--- config.mk ---
export PLATFORM = sky130hd
export DESIGN_NAME = bus_interface_n_flat
export DESIGN_NICKNAME = d
export VERILOG_FILES = /design/src/rtl/bus_interface_n_if.sv /design/src/rtl/bus_interface_n.sv /design/src/flat_wrapper.sv
export SDC_FILE = /design/constraint.sdc
export NUM_CORES = 1
export LEC_CHECK = 0
export BUFFER_PORTS_ARGS = -buffer_cell sky130_fd_sc_hd__buf_2
export CORE_AREA = 2 2 145 147
export CTS_CLUSTER_DIAMETER = 200
export CTS_CLUSTER_SIZE = 24
export DETAILED_ROUTE_END_ITERATION = 8
export DIE_AREA = 0 0 147 149
export PLACE_DENSITY = 0.73
export SKIP_CTS_REPAIR_TIMING = 1
export SLEW_MARGIN = 0
export SYNTH_ARGS = -nofsm -noshare
export SYNTH_HDL_FRONTEND = slang
export SYNTH_SLANG_ARGS = --single-unit
--- constraint.sdc ---
create_clock -name clk -period 2.6 [get_ports clk]
set_clock_uncertainty 0.15 [all_clocks]
set_input_delay 0.26 -clock clk [delete_from_list [all_inputs] [get_ports clk]]
set_output_delay 0.26 -clock clk [all_outputs]
set_load 0.01 [all_outputs]
--- src/rtl/bus_interface_n_if.sv ---
`default_nettype none
// ============================================================================
// Module      : bus_interface_n_if
// Description : Signal bundle between the CPU native memory bus, the ROM and
//               RAM ports and the NUM_PERIPH valid/ready peripheral slots.
//               slave  : view taken by the decoder (bus_interface_n); it
//                        receives CPU requests and drives the target ports.
//               master : view taken by the surrounding system (CPU and
//                        targets).
//   mem_*    : CPU request/response (valid, instr, addr, wdata, wstrb /
//              ready, rdata)
//   rom_*    : ROM enable, word address, read data
//   ram_*    : RAM enable, byte write enables, word address, wdata, rdata
//   periph_* : one-hot slot valid, slot ready, word address, wdata, wstrb,
//              packed per-slot read data (slot s at [32s+31:32s])
// Revision    : 1.0 - initial release
// ============================================================================
interface bus_interface_n_if #(
    parameter int ROM_AW     = 15,
    parameter int RAM_AW     = 14,
    parameter int PERIPH_AW  = 3,
    parameter int NUM_PERIPH = 2
);
    logic                       mem_valid;
    logic                       mem_instr;
    logic [31:0]                mem_addr;
    logic [31:0]                mem_wdata;
    logic [3:0]                 mem_wstrb;
    logic                       mem_ready;
    logic [31:0]                mem_rdata;

    logic                       rom_en;
    logic [ROM_AW-1:0]          rom_addr;
    logic [31:0]                rom_rdata;

    logic                       ram_en;
    logic [3:0]                 ram_wea;
    logic [RAM_AW-1:0]          ram_addr;
    logic [31:0]                ram_wdata;
    logic [31:0]                ram_rdata;

    logic [NUM_PERIPH-1:0]      periph_valid;
    logic [NUM_PERIPH-1:0]      periph_ready;
    logic [PERIPH_AW-1:0]       periph_addr;
    logic [31:0]                periph_wdata;
    logic [3:0]                 periph_wstrb;
    logic [32*NUM_PERIPH-1:0]   periph_rdata;

    modport slave (
        input  mem_valid, mem_instr, mem_addr, mem_wdata, mem_wstrb,
        output mem_ready, mem_rdata,
        output rom_en, rom_addr,
        input  rom_rdata,
        output ram_en, ram_wea, ram_addr, ram_wdata,
        input  ram_rdata,
        output periph_valid, periph_addr, periph_wdata, periph_wstrb,
        input  periph_ready, periph_rdata
    );

    modport master (
        output mem_valid, mem_instr, mem_addr, mem_wdata, mem_wstrb,
        input  mem_ready, mem_rdata,
        input  rom_en, rom_addr,
        output rom_rdata,
        input  ram_en, ram_wea, ram_addr, ram_wdata,
        output ram_rdata,
        input  periph_valid, periph_addr, periph_wdata, periph_wstrb,
        output periph_ready, periph_rdata
    );
endinterface
`default_nettype wire

--- src/rtl/bus_interface_n.sv ---
`default_nettype none
// ============================================================================
// Module      : bus_interface_n
// Description : Decodes the picorv32 native memory bus onto a ROM port, a RAM
//               port and NUM_PERIPH valid/ready peripheral slots, with
//               configurable ROM/RAM read latency, peripheral timeout, ROM
//               write protection and sticky first-error capture.
//   clk, reset : clock, synchronous active-high reset
//   bus        : bus_interface_n_if.slave (CPU, ROM, RAM, peripheral slots)
//   err_clr    : clears the sticky error
//   bus_err    : sticky error flag
//   err_cause  : 01 unmapped, 10 ROM write, 11 peripheral timeout
//   err_addr   : address of the first error since the last clear
// Revision    : 1.0 - initial release
// ============================================================================
module bus_interface_n #(
    parameter int          ROM_AW      = 15,
    parameter int          RAM_AW      = 14,
    parameter int          PERIPH_AW   = 3,
    parameter int          NUM_PERIPH  = 2,
    parameter logic [31:0] ROM_BASE    = 32'h0000_0000,
    parameter logic [31:0] RAM_BASE    = 32'h0010_0000,
    parameter logic [31:0] PERIPH_BASE = 32'h0200_0000,
    parameter int          ROM_LAT     = 2,
    parameter int          RAM_LAT     = 1,
    parameter int          TIMEOUT     = 255,
    parameter logic [31:0] ERR_DATA    = 32'hDEAD_BEEF
) (
    input  wire logic        clk,
    input  wire logic        reset,
    bus_interface_n_if.slave bus,
    input  wire logic        err_clr,
    output logic             bus_err,
    output logic [1:0]       err_cause,
    output logic [31:0]      err_addr
);
    localparam int c_sel_w   = (NUM_PERIPH > 1) ? $clog2(NUM_PERIPH) : 1;
    localparam int c_lat_max = (ROM_LAT > RAM_LAT) ? ROM_LAT : RAM_LAT;
    localparam int c_lw      = (c_lat_max < 2) ? 1 : $clog2(c_lat_max + 1);
    localparam int c_tw      = (TIMEOUT < 2) ? 1 : $clog2(TIMEOUT + 1);
    localparam int c_plo     = PERIPH_AW + 2 + c_sel_w;

    localparam logic [c_lw-1:0] c_rom_cnt = c_lw'(ROM_LAT - 1);
    localparam logic [c_lw-1:0] c_ram_cnt = c_lw'(RAM_LAT - 1);
    localparam logic [c_tw-1:0] c_timeout = c_tw'(TIMEOUT);
    localparam logic [31:0]     c_rom_base = ROM_BASE;
    localparam logic [31:0]     c_ram_base = RAM_BASE;
    localparam logic [31:0]     c_per_base = PERIPH_BASE;

    // Where mem_rdata comes from in the response cycle
    localparam logic [1:0] c_src_reg = 2'd0;
    localparam logic [1:0] c_src_rom = 2'd1;
    localparam logic [1:0] c_src_ram = 2'd2;

    typedef enum logic [1:0] {
        S_IDLE        = 2'd0,
        S_MEM_WAIT    = 2'd1,
        S_PERIPH_WAIT = 2'd2,
        S_RESP        = 2'd3
    } state_t;

    state_t                 r_state, w_state_nxt;
    logic [c_lw-1:0]        r_cnt;
    logic [c_tw-1:0]        r_tcnt;
    logic [1:0]             r_src;
    logic [31:0]            r_rdata;
    logic [NUM_PERIPH-1:0]  r_per_valid;
    logic [PERIPH_AW-1:0]   r_per_addr;
    logic [31:0]            r_per_wdata;
    logic [3:0]             r_per_wstrb;
    logic                   r_per_wr;
    logic [31:0]            r_req_addr;
    logic                   r_bus_err;
    logic [1:0]             r_err_cause;
    logic [31:0]            r_err_addr;

    logic w_accept, w_is_wr, w_hit_rom, w_hit_ram, w_hit_per, w_slot_ok;
    logic w_rom_rd, w_ram_go, w_per_go, w_bad, w_slot_ready, w_expire, w_err_evt;
    logic [c_sel_w-1:0]    w_slot;
    logic [NUM_PERIPH-1:0] w_onehot;
    logic [31:0]           w_sel_rdata, w_rdata;
    logic [1:0]            w_err_cause;
    logic [31:0]           w_err_addr;

    // Instruction flag and byte offset do not affect decoding
    logic w_unused_ok;
    assign w_unused_ok = &{1'b0, bus.mem_instr, bus.mem_addr[1:0]};

    // Address decode; regions are aligned so a compare of upper bits suffices
    assign w_accept  = (r_state == S_IDLE) && bus.mem_valid && !reset;
    assign w_is_wr   = |bus.mem_wstrb;
    assign w_hit_rom = bus.mem_addr[31:ROM_AW+2] == c_rom_base[31:ROM_AW+2];
    assign w_hit_ram = bus.mem_addr[31:RAM_AW+2] == c_ram_base[31:RAM_AW+2];
    assign w_hit_per = bus.mem_addr[31:c_plo] == c_per_base[31:c_plo];
    assign w_slot    = bus.mem_addr[PERIPH_AW+2 +: c_sel_w];
    assign w_slot_ok = 32'(w_slot) < 32'(NUM_PERIPH);

    assign w_rom_rd = w_accept && w_hit_rom && !w_is_wr;
    assign w_ram_go = w_accept && !w_hit_rom && w_hit_ram;
    assign w_per_go = w_accept && !w_hit_rom && !w_hit_ram && w_hit_per && w_slot_ok;
    // ROM writes and anything unmapped complete immediately as errors
    assign w_bad    = w_accept && !w_rom_rd && !w_ram_go && !w_per_go;

    always_comb begin
        w_onehot    = '0;
        w_sel_rdata = '0;
        for (int s = 0; s < NUM_PERIPH; s++) begin
            if (w_slot == c_sel_w'(s)) w_onehot[s] = 1'b1;
            if (r_per_valid[s]) w_sel_rdata = bus.periph_rdata[32*s +: 32];
        end
    end

    // Only the addressed slot's ready is seen, since only its valid is set
    assign w_slot_ready = |(r_per_valid & bus.periph_ready);
    // A ready in the expiry cycle wins over the timeout
    assign w_expire     = (TIMEOUT != 0) && (r_state == S_PERIPH_WAIT) &&
                          (r_tcnt == c_timeout) && !w_slot_ready;

    assign w_err_evt   = w_bad || w_expire;
    assign w_err_cause = w_bad ? (w_hit_rom ? 2'b10 : 2'b01) : 2'b11;
    assign w_err_addr  = w_bad ? bus.mem_addr : r_req_addr;

    // ---------------- FSM ----------------
    always_ff @(posedge clk) begin
        if (reset) r_state <= S_IDLE;
        else       r_state <= w_state_nxt;
    end

    always_comb begin
        w_state_nxt = r_state;
        case (r_state)
            S_IDLE: begin
                if (w_accept) begin
                    if (w_rom_rd)
                        w_state_nxt = (ROM_LAT > 1) ? S_MEM_WAIT : S_RESP;
                    else if (w_ram_go)
                        w_state_nxt = (!w_is_wr && RAM_LAT > 1) ? S_MEM_WAIT : S_RESP;
                    else if (w_per_go)
                        w_state_nxt = S_PERIPH_WAIT;
                    else
                        w_state_nxt = S_RESP;
                end
            end
            S_MEM_WAIT:    if (r_cnt <= c_lw'(1)) w_state_nxt = S_RESP;
            S_PERIPH_WAIT: if (w_slot_ready || w_expire) w_state_nxt = S_RESP;
            S_RESP:        w_state_nxt = S_IDLE;
            default:       w_state_nxt = S_IDLE;
        endcase
    end

    // ---------------- Datapath and error capture ----------------
    always_ff @(posedge clk) begin
        if (reset) begin
            r_cnt       <= '0;
            r_tcnt      <= '0;
            r_src       <= c_src_reg;
            r_rdata     <= '0;
            r_per_valid <= '0;
            r_per_addr  <= '0;
            r_per_wdata <= '0;
            r_per_wstrb <= '0;
            r_per_wr    <= 1'b0;
            r_req_addr  <= '0;
            r_bus_err   <= 1'b0;
            r_err_cause <= 2'b00;
            r_err_addr  <= '0;
        end else begin
            if (w_accept) begin
                r_cnt   <= w_rom_rd ? c_rom_cnt : c_ram_cnt;
                r_src   <= w_rom_rd ? c_src_rom :
                           (w_ram_go && !w_is_wr) ? c_src_ram : c_src_reg;
                r_rdata <= w_bad ? ERR_DATA : 32'h0;
                if (w_per_go) begin
                    r_per_valid <= w_onehot;
                    r_per_addr  <= bus.mem_addr[PERIPH_AW+1:2];
                    r_per_wdata <= bus.mem_wdata;
                    r_per_wstrb <= bus.mem_wstrb;
                    r_per_wr    <= w_is_wr;
                    r_req_addr  <= bus.mem_addr;
                    r_tcnt      <= c_tw'(1);
                end
            end
            if (r_state == S_MEM_WAIT) r_cnt <= r_cnt - c_lw'(1);
            if (r_state == S_PERIPH_WAIT) begin
                r_tcnt <= r_tcnt + c_tw'(1);
                if (w_slot_ready || w_expire) begin
                    r_per_valid <= '0;
                    r_per_addr  <= '0;
                    r_per_wdata <= '0;
                    r_per_wstrb <= '0;
                    r_rdata     <= w_expire ? ERR_DATA :
                                   (r_per_wr ? 32'h0 : w_sel_rdata);
                end
            end
            // First error sticks; a new error beats a simultaneous clear
            if (w_err_evt && (!r_bus_err || err_clr)) begin
                r_bus_err   <= 1'b1;
                r_err_cause <= w_err_cause;
                r_err_addr  <= w_err_addr;
            end else if (err_clr) begin
                r_bus_err   <= 1'b0;
                r_err_cause <= 2'b00;
                r_err_addr  <= '0;
            end
        end
    end

    always_comb begin
        w_rdata = '0;
        if (r_state == S_RESP) begin
            case (r_src)
                c_src_rom: w_rdata = bus.rom_rdata;
                c_src_ram: w_rdata = bus.ram_rdata;
                default:   w_rdata = r_rdata;
            endcase
        end
    end

    // ---------------- Outputs ----------------
    assign bus.mem_ready    = (r_state == S_RESP);
    assign bus.mem_rdata    = w_rdata;
    assign bus.rom_en       = w_rom_rd;
    assign bus.rom_addr     = w_rom_rd ? bus.mem_addr[ROM_AW+1:2] : '0;
    assign bus.ram_en       = w_ram_go;
    assign bus.ram_wea      = w_ram_go ? bus.mem_wstrb : 4'h0;
    assign bus.ram_addr     = w_ram_go ? bus.mem_addr[RAM_AW+1:2] : '0;
    assign bus.ram_wdata    = w_ram_go ? bus.mem_wdata : 32'h0;
    assign bus.periph_valid = r_per_valid;
    assign bus.periph_addr  = r_per_addr;
    assign bus.periph_wdata = r_per_wdata;
    assign bus.periph_wstrb = r_per_wstrb;
    assign bus_err          = r_bus_err;
    assign err_cause        = r_err_cause;
    assign err_addr         = r_err_addr;
endmodule
`default_nettype wire

--- src/flat_wrapper.sv ---
// flat-port wrapper written by rule: the top's interface ports become plain ports
module bus_interface_n_flat 
#(
    parameter int          ROM_AW      = 15,
    parameter int          RAM_AW      = 14,
    parameter int          PERIPH_AW   = 3,
    parameter int          NUM_PERIPH  = 2,
    parameter logic [31:0] ROM_BASE    = 32'h0000_0000,
    parameter logic [31:0] RAM_BASE    = 32'h0010_0000,
    parameter logic [31:0] PERIPH_BASE = 32'h0200_0000,
    parameter int          ROM_LAT     = 2,
    parameter int          RAM_LAT     = 1,
    parameter int          TIMEOUT     = 255,
    parameter logic [31:0] ERR_DATA    = 32'hDEAD_BEEF
)
  (clk, reset, err_clr, bus_err, err_cause, err_addr, bus_mem_valid, bus_mem_instr, bus_mem_addr, bus_mem_wdata, bus_mem_wstrb, bus_mem_ready, bus_mem_rdata, bus_rom_en, bus_rom_addr, bus_rom_rdata, bus_ram_en, bus_ram_wea, bus_ram_addr, bus_ram_wdata, bus_ram_rdata, bus_periph_valid, bus_periph_addr, bus_periph_wdata, bus_periph_wstrb, bus_periph_ready, bus_periph_rdata);
  bus_interface_n_if #(.ROM_AW(ROM_AW), .RAM_AW(RAM_AW), .PERIPH_AW(PERIPH_AW), .NUM_PERIPH(NUM_PERIPH)) bus_i ();
  input  wire logic clk;
  input  wire logic reset;
  input  wire logic err_clr;
  output logic bus_err;
  output logic [1:0] err_cause;
  output logic [31:0] err_addr;
  input wire logic [$bits(bus_i.mem_valid)-1:0] bus_mem_valid;
  input wire logic [$bits(bus_i.mem_instr)-1:0] bus_mem_instr;
  input wire logic [$bits(bus_i.mem_addr)-1:0] bus_mem_addr;
  input wire logic [$bits(bus_i.mem_wdata)-1:0] bus_mem_wdata;
  input wire logic [$bits(bus_i.mem_wstrb)-1:0] bus_mem_wstrb;
  output wire logic [$bits(bus_i.mem_ready)-1:0] bus_mem_ready;
  output wire logic [$bits(bus_i.mem_rdata)-1:0] bus_mem_rdata;
  output wire logic [$bits(bus_i.rom_en)-1:0] bus_rom_en;
  output wire logic [$bits(bus_i.rom_addr)-1:0] bus_rom_addr;
  input wire logic [$bits(bus_i.rom_rdata)-1:0] bus_rom_rdata;
  output wire logic [$bits(bus_i.ram_en)-1:0] bus_ram_en;
  output wire logic [$bits(bus_i.ram_wea)-1:0] bus_ram_wea;
  output wire logic [$bits(bus_i.ram_addr)-1:0] bus_ram_addr;
  output wire logic [$bits(bus_i.ram_wdata)-1:0] bus_ram_wdata;
  input wire logic [$bits(bus_i.ram_rdata)-1:0] bus_ram_rdata;
  output wire logic [$bits(bus_i.periph_valid)-1:0] bus_periph_valid;
  output wire logic [$bits(bus_i.periph_addr)-1:0] bus_periph_addr;
  output wire logic [$bits(bus_i.periph_wdata)-1:0] bus_periph_wdata;
  output wire logic [$bits(bus_i.periph_wstrb)-1:0] bus_periph_wstrb;
  input wire logic [$bits(bus_i.periph_ready)-1:0] bus_periph_ready;
  input wire logic [$bits(bus_i.periph_rdata)-1:0] bus_periph_rdata;
  assign bus_i.mem_valid = bus_mem_valid;
  assign bus_i.mem_instr = bus_mem_instr;
  assign bus_i.mem_addr = bus_mem_addr;
  assign bus_i.mem_wdata = bus_mem_wdata;
  assign bus_i.mem_wstrb = bus_mem_wstrb;
  assign bus_mem_ready = bus_i.mem_ready;
  assign bus_mem_rdata = bus_i.mem_rdata;
  assign bus_rom_en = bus_i.rom_en;
  assign bus_rom_addr = bus_i.rom_addr;
  assign bus_i.rom_rdata = bus_rom_rdata;
  assign bus_ram_en = bus_i.ram_en;
  assign bus_ram_wea = bus_i.ram_wea;
  assign bus_ram_addr = bus_i.ram_addr;
  assign bus_ram_wdata = bus_i.ram_wdata;
  assign bus_i.ram_rdata = bus_ram_rdata;
  assign bus_periph_valid = bus_i.periph_valid;
  assign bus_periph_addr = bus_i.periph_addr;
  assign bus_periph_wdata = bus_i.periph_wdata;
  assign bus_periph_wstrb = bus_i.periph_wstrb;
  assign bus_i.periph_ready = bus_periph_ready;
  assign bus_i.periph_rdata = bus_periph_rdata;
  bus_interface_n #(.ROM_AW(ROM_AW), .RAM_AW(RAM_AW), .PERIPH_AW(PERIPH_AW), .NUM_PERIPH(NUM_PERIPH), .ROM_BASE(ROM_BASE), .RAM_BASE(RAM_BASE), .PERIPH_BASE(PERIPH_BASE), .ROM_LAT(ROM_LAT), .RAM_LAT(RAM_LAT), .TIMEOUT(TIMEOUT), .ERR_DATA(ERR_DATA)) u_core (.clk(clk), .reset(reset), .bus(bus_i), .err_clr(err_clr), .bus_err(bus_err), .err_cause(err_cause), .err_addr(err_addr));
endmodule
==> metrics.yaml <==
status:
  status: "finished, violations left"
  violations: "negative setup slack"
synth:
  ys.flop_type: "dfxtp_1"
  synth-async-reset-ratio: 0
  synth_most_common_cell: "dfxtp_1"
  synthTopCellsByArea: "dfxtp_1, and2_1, nand2_1, a2111oi_0, a22oi_1"
  netlist_top_cells_count: "dfxtp_1, nand2_1, and2_1"
  synth_nets: 1232
  yosys.area.top_type: "dfxtp_1"
  yosys_warnings: 0
  synthDistinctLibCells: 46
  synth_edf_count: 0
  synth_area_um2: 8132
  syn_avg_cell_area_um2: 7.972
  synth_seq_area_share: 0.3816
  synthCells: 1020
  synth-seq-cells: 155
  yosysTopAreaCellShare: 0.3816
clock_network:
  numClockSinks: 155
  tritoncts: "yes"
  clk_transition_reported_paths_ps: 70
  cts_buffer_depth: 2
  cts_made_buffers: 17
  ctsRootBufferMaster: "clkbuf_16"
  insertion_delay_ps: 420
  htreeDepth: 4
power_and_ir_drop:
  pwr_density_cell_nw_per_um2: 545.3
  cellLeakagePower_nw: 5.190
  power_mw: 6.419
  peakVddDrop_v: 0.0005191
detailed_routing:
  post_drt_wl_per_cell_um: 18.03
  remaining_drc_errors: 0
  wirelength_mm: 30.67
  drtPass1Iterations: 7
  drt_iter0_drc: 586
  via_per_inst: 5.522
  drt.antenna.violating_nets: 0
  vias: 9393
placement:
  gp_congestion: 0.8443
  dpl.cell_count: 1617
  pre_cts_ws_ps: -30.40
  place_hpwl_mm: 20.26
  port_buffers: 377
floorplan:
  rows: 53
  die_area_um2: 21900
  die_y_um: 149
  core_area_um2: 20560
  start_util: 0.3956
  io_pins: 379
  die_x_um: 147
sta:
  worst_slew_pin_slew_ps: 846.1
  fmax_mhz: 370.4
  setup_ws_ps: -99.61
  period_minus_slack_ps: 2700
  holdWs_ps: 12.59
  relSlewSlack: 0.4316
  hold_viol_final: 0
  slew_viol_final: 0
  rsz0062_at_grt: "true"
  finalSetupViolCount: 49
  fin_crit_sh: 1.038
cells_and_area:
  multi_input_area_um2: 4721
  seqCellArea_um2: 3105
  drive_above_1_share: 0.3559
  layout.nets: 1618
  syn2layout_area_growth_pct: 44.76
  post-route-util: 0.5726
  n_fill_cell: 1830
  fin_cells: 1701
critical_path:
  critPathKind: "flop to output pin"
  crit_path_start_kind: "flop"
  arrival_ps: 2290
  cp-end-kind: "output pin"
  required_ps: 2190
  path_max_fanout: 12
global_routing:
  grt_pass1_vias: 8296
  grt_overflow: 0
  grt_usage: 0.2490
  gr-usage-met2: 0.4369
  grt_busiest_layer: "met2"
  antenna_found_initial: 6
  grtUsageMet3: 0.04893
  grt_max_degree: 65
  grt_util_met1: 0.3029
  grt_pass1_wl_mm: 43.87
min_path:
  hp-class: "input port to flop"
run:
  maxCapViolations: 0
-- cell type report --
cell class                      instances  area share
Multi-Input combinational cell        754      0.4010
Antenna cell                            7    0.001488
Clock buffer                           19     0.03763
Inverter                                7    0.002232
Tap cell                              275     0.02923
Sequential cell                       155      0.2638
Timing Repair Buffer                  471      0.2536
Clock inverter                         13     0.01095
-- cell usage in the layout (no fill, tap or decap), types with 20 or more instances in the layout --
master and instances:
dfxtp_1 153, o21ai_0 36, nand2b_1 37, dlygate4sd3_1 38, buf_4 41, nand2_1 143, a2111oi_0 33, a22oi_1 58
buf_2 361, a21oi_1 78, a2111oi_1 24, a22o_1 28, and3_1 34, nor2_1 56, clkbuf_16 20, and2_1 107
-- worst max-delay path: stages (launching register included) --
cell and delay (ps):
dfxtp_2 320, inv_2 70, ha_4 160, nand3b_4 90
or3_4 370, nor3_4 230, buf_12 170, buf_8 160
and2_1 160, buf_2 130
-- power by group --
group	internal, mW	switching (mW)
Combinational	0.601	0.720
Clock	1.37	1.08
Sequential	2.54	0.103
-- per-layer routing --
metal,part of all wire,vias to the layer above
met5,0,-
met4,0.030,0
met3,0.073,49
met2,0.49,453
met1,0.41,4438
li1,-,4453
-- path summary, 6_finish.rpt --
path | start | end | slack [ps] | cells past startpoint
setup reg to reg | u_core.r_state[0] | u_core.err_addr[2] | 30 | 8
hold / removal | bus_mem_addr[4] | u_core.r_req_addr[4] | 10 | 3
hold reg to reg | u_core.bus.periph_wdata[11] | u_core.bus.periph_wdata[11] | 300 | 2
setup / recovery | u_core.r_state[0] | bus_ram_wdata[17] | -100 | 9
-- cell families after synthesis --
kind of cell    Yosys count  share of synthesized area
buf+inv                 111                    0.05539
flops                   155                     0.3816
simple gates            429                     0.2707
fa+ha+maj                 9                    0.01385
mux                       2                   0.002769
compound gates          314                     0.2757
-- state kept, by name (all words and copies together) (netlist names) --
| register | cells |
|---|---|
| u_core.bus.periph_addr | 3 |
| u_core.bus.periph_valid | 2 |
| u_core.bus.periph_wdata | 32 |
| u_core.bus.periph_wstrb | 4 |
| u_core.bus_err | 1 |
| u_core.err_addr | 32 |
| u_core.err_cause | 2 |
| u_core.r_cnt | 2 |
| u_core.r_per_wr | 1 |
| u_core.r_rdata | 32 |
| u_core.r_req_addr | 32 |
| u_core.r_src | 2 |
| u_core.r_state | 2 |
| u_core.r_tcnt | 8 |
-- stage by stage --
stage,cell area [um2],TNS (ps)
after floorplan,8132,0
after global placement,10480,0
after detailed placement,10480,-81.77
after CTS,11050,-10250
after global routing,11770,-8204
final,11770,-2750
Power figures use the tool's default switching activity.
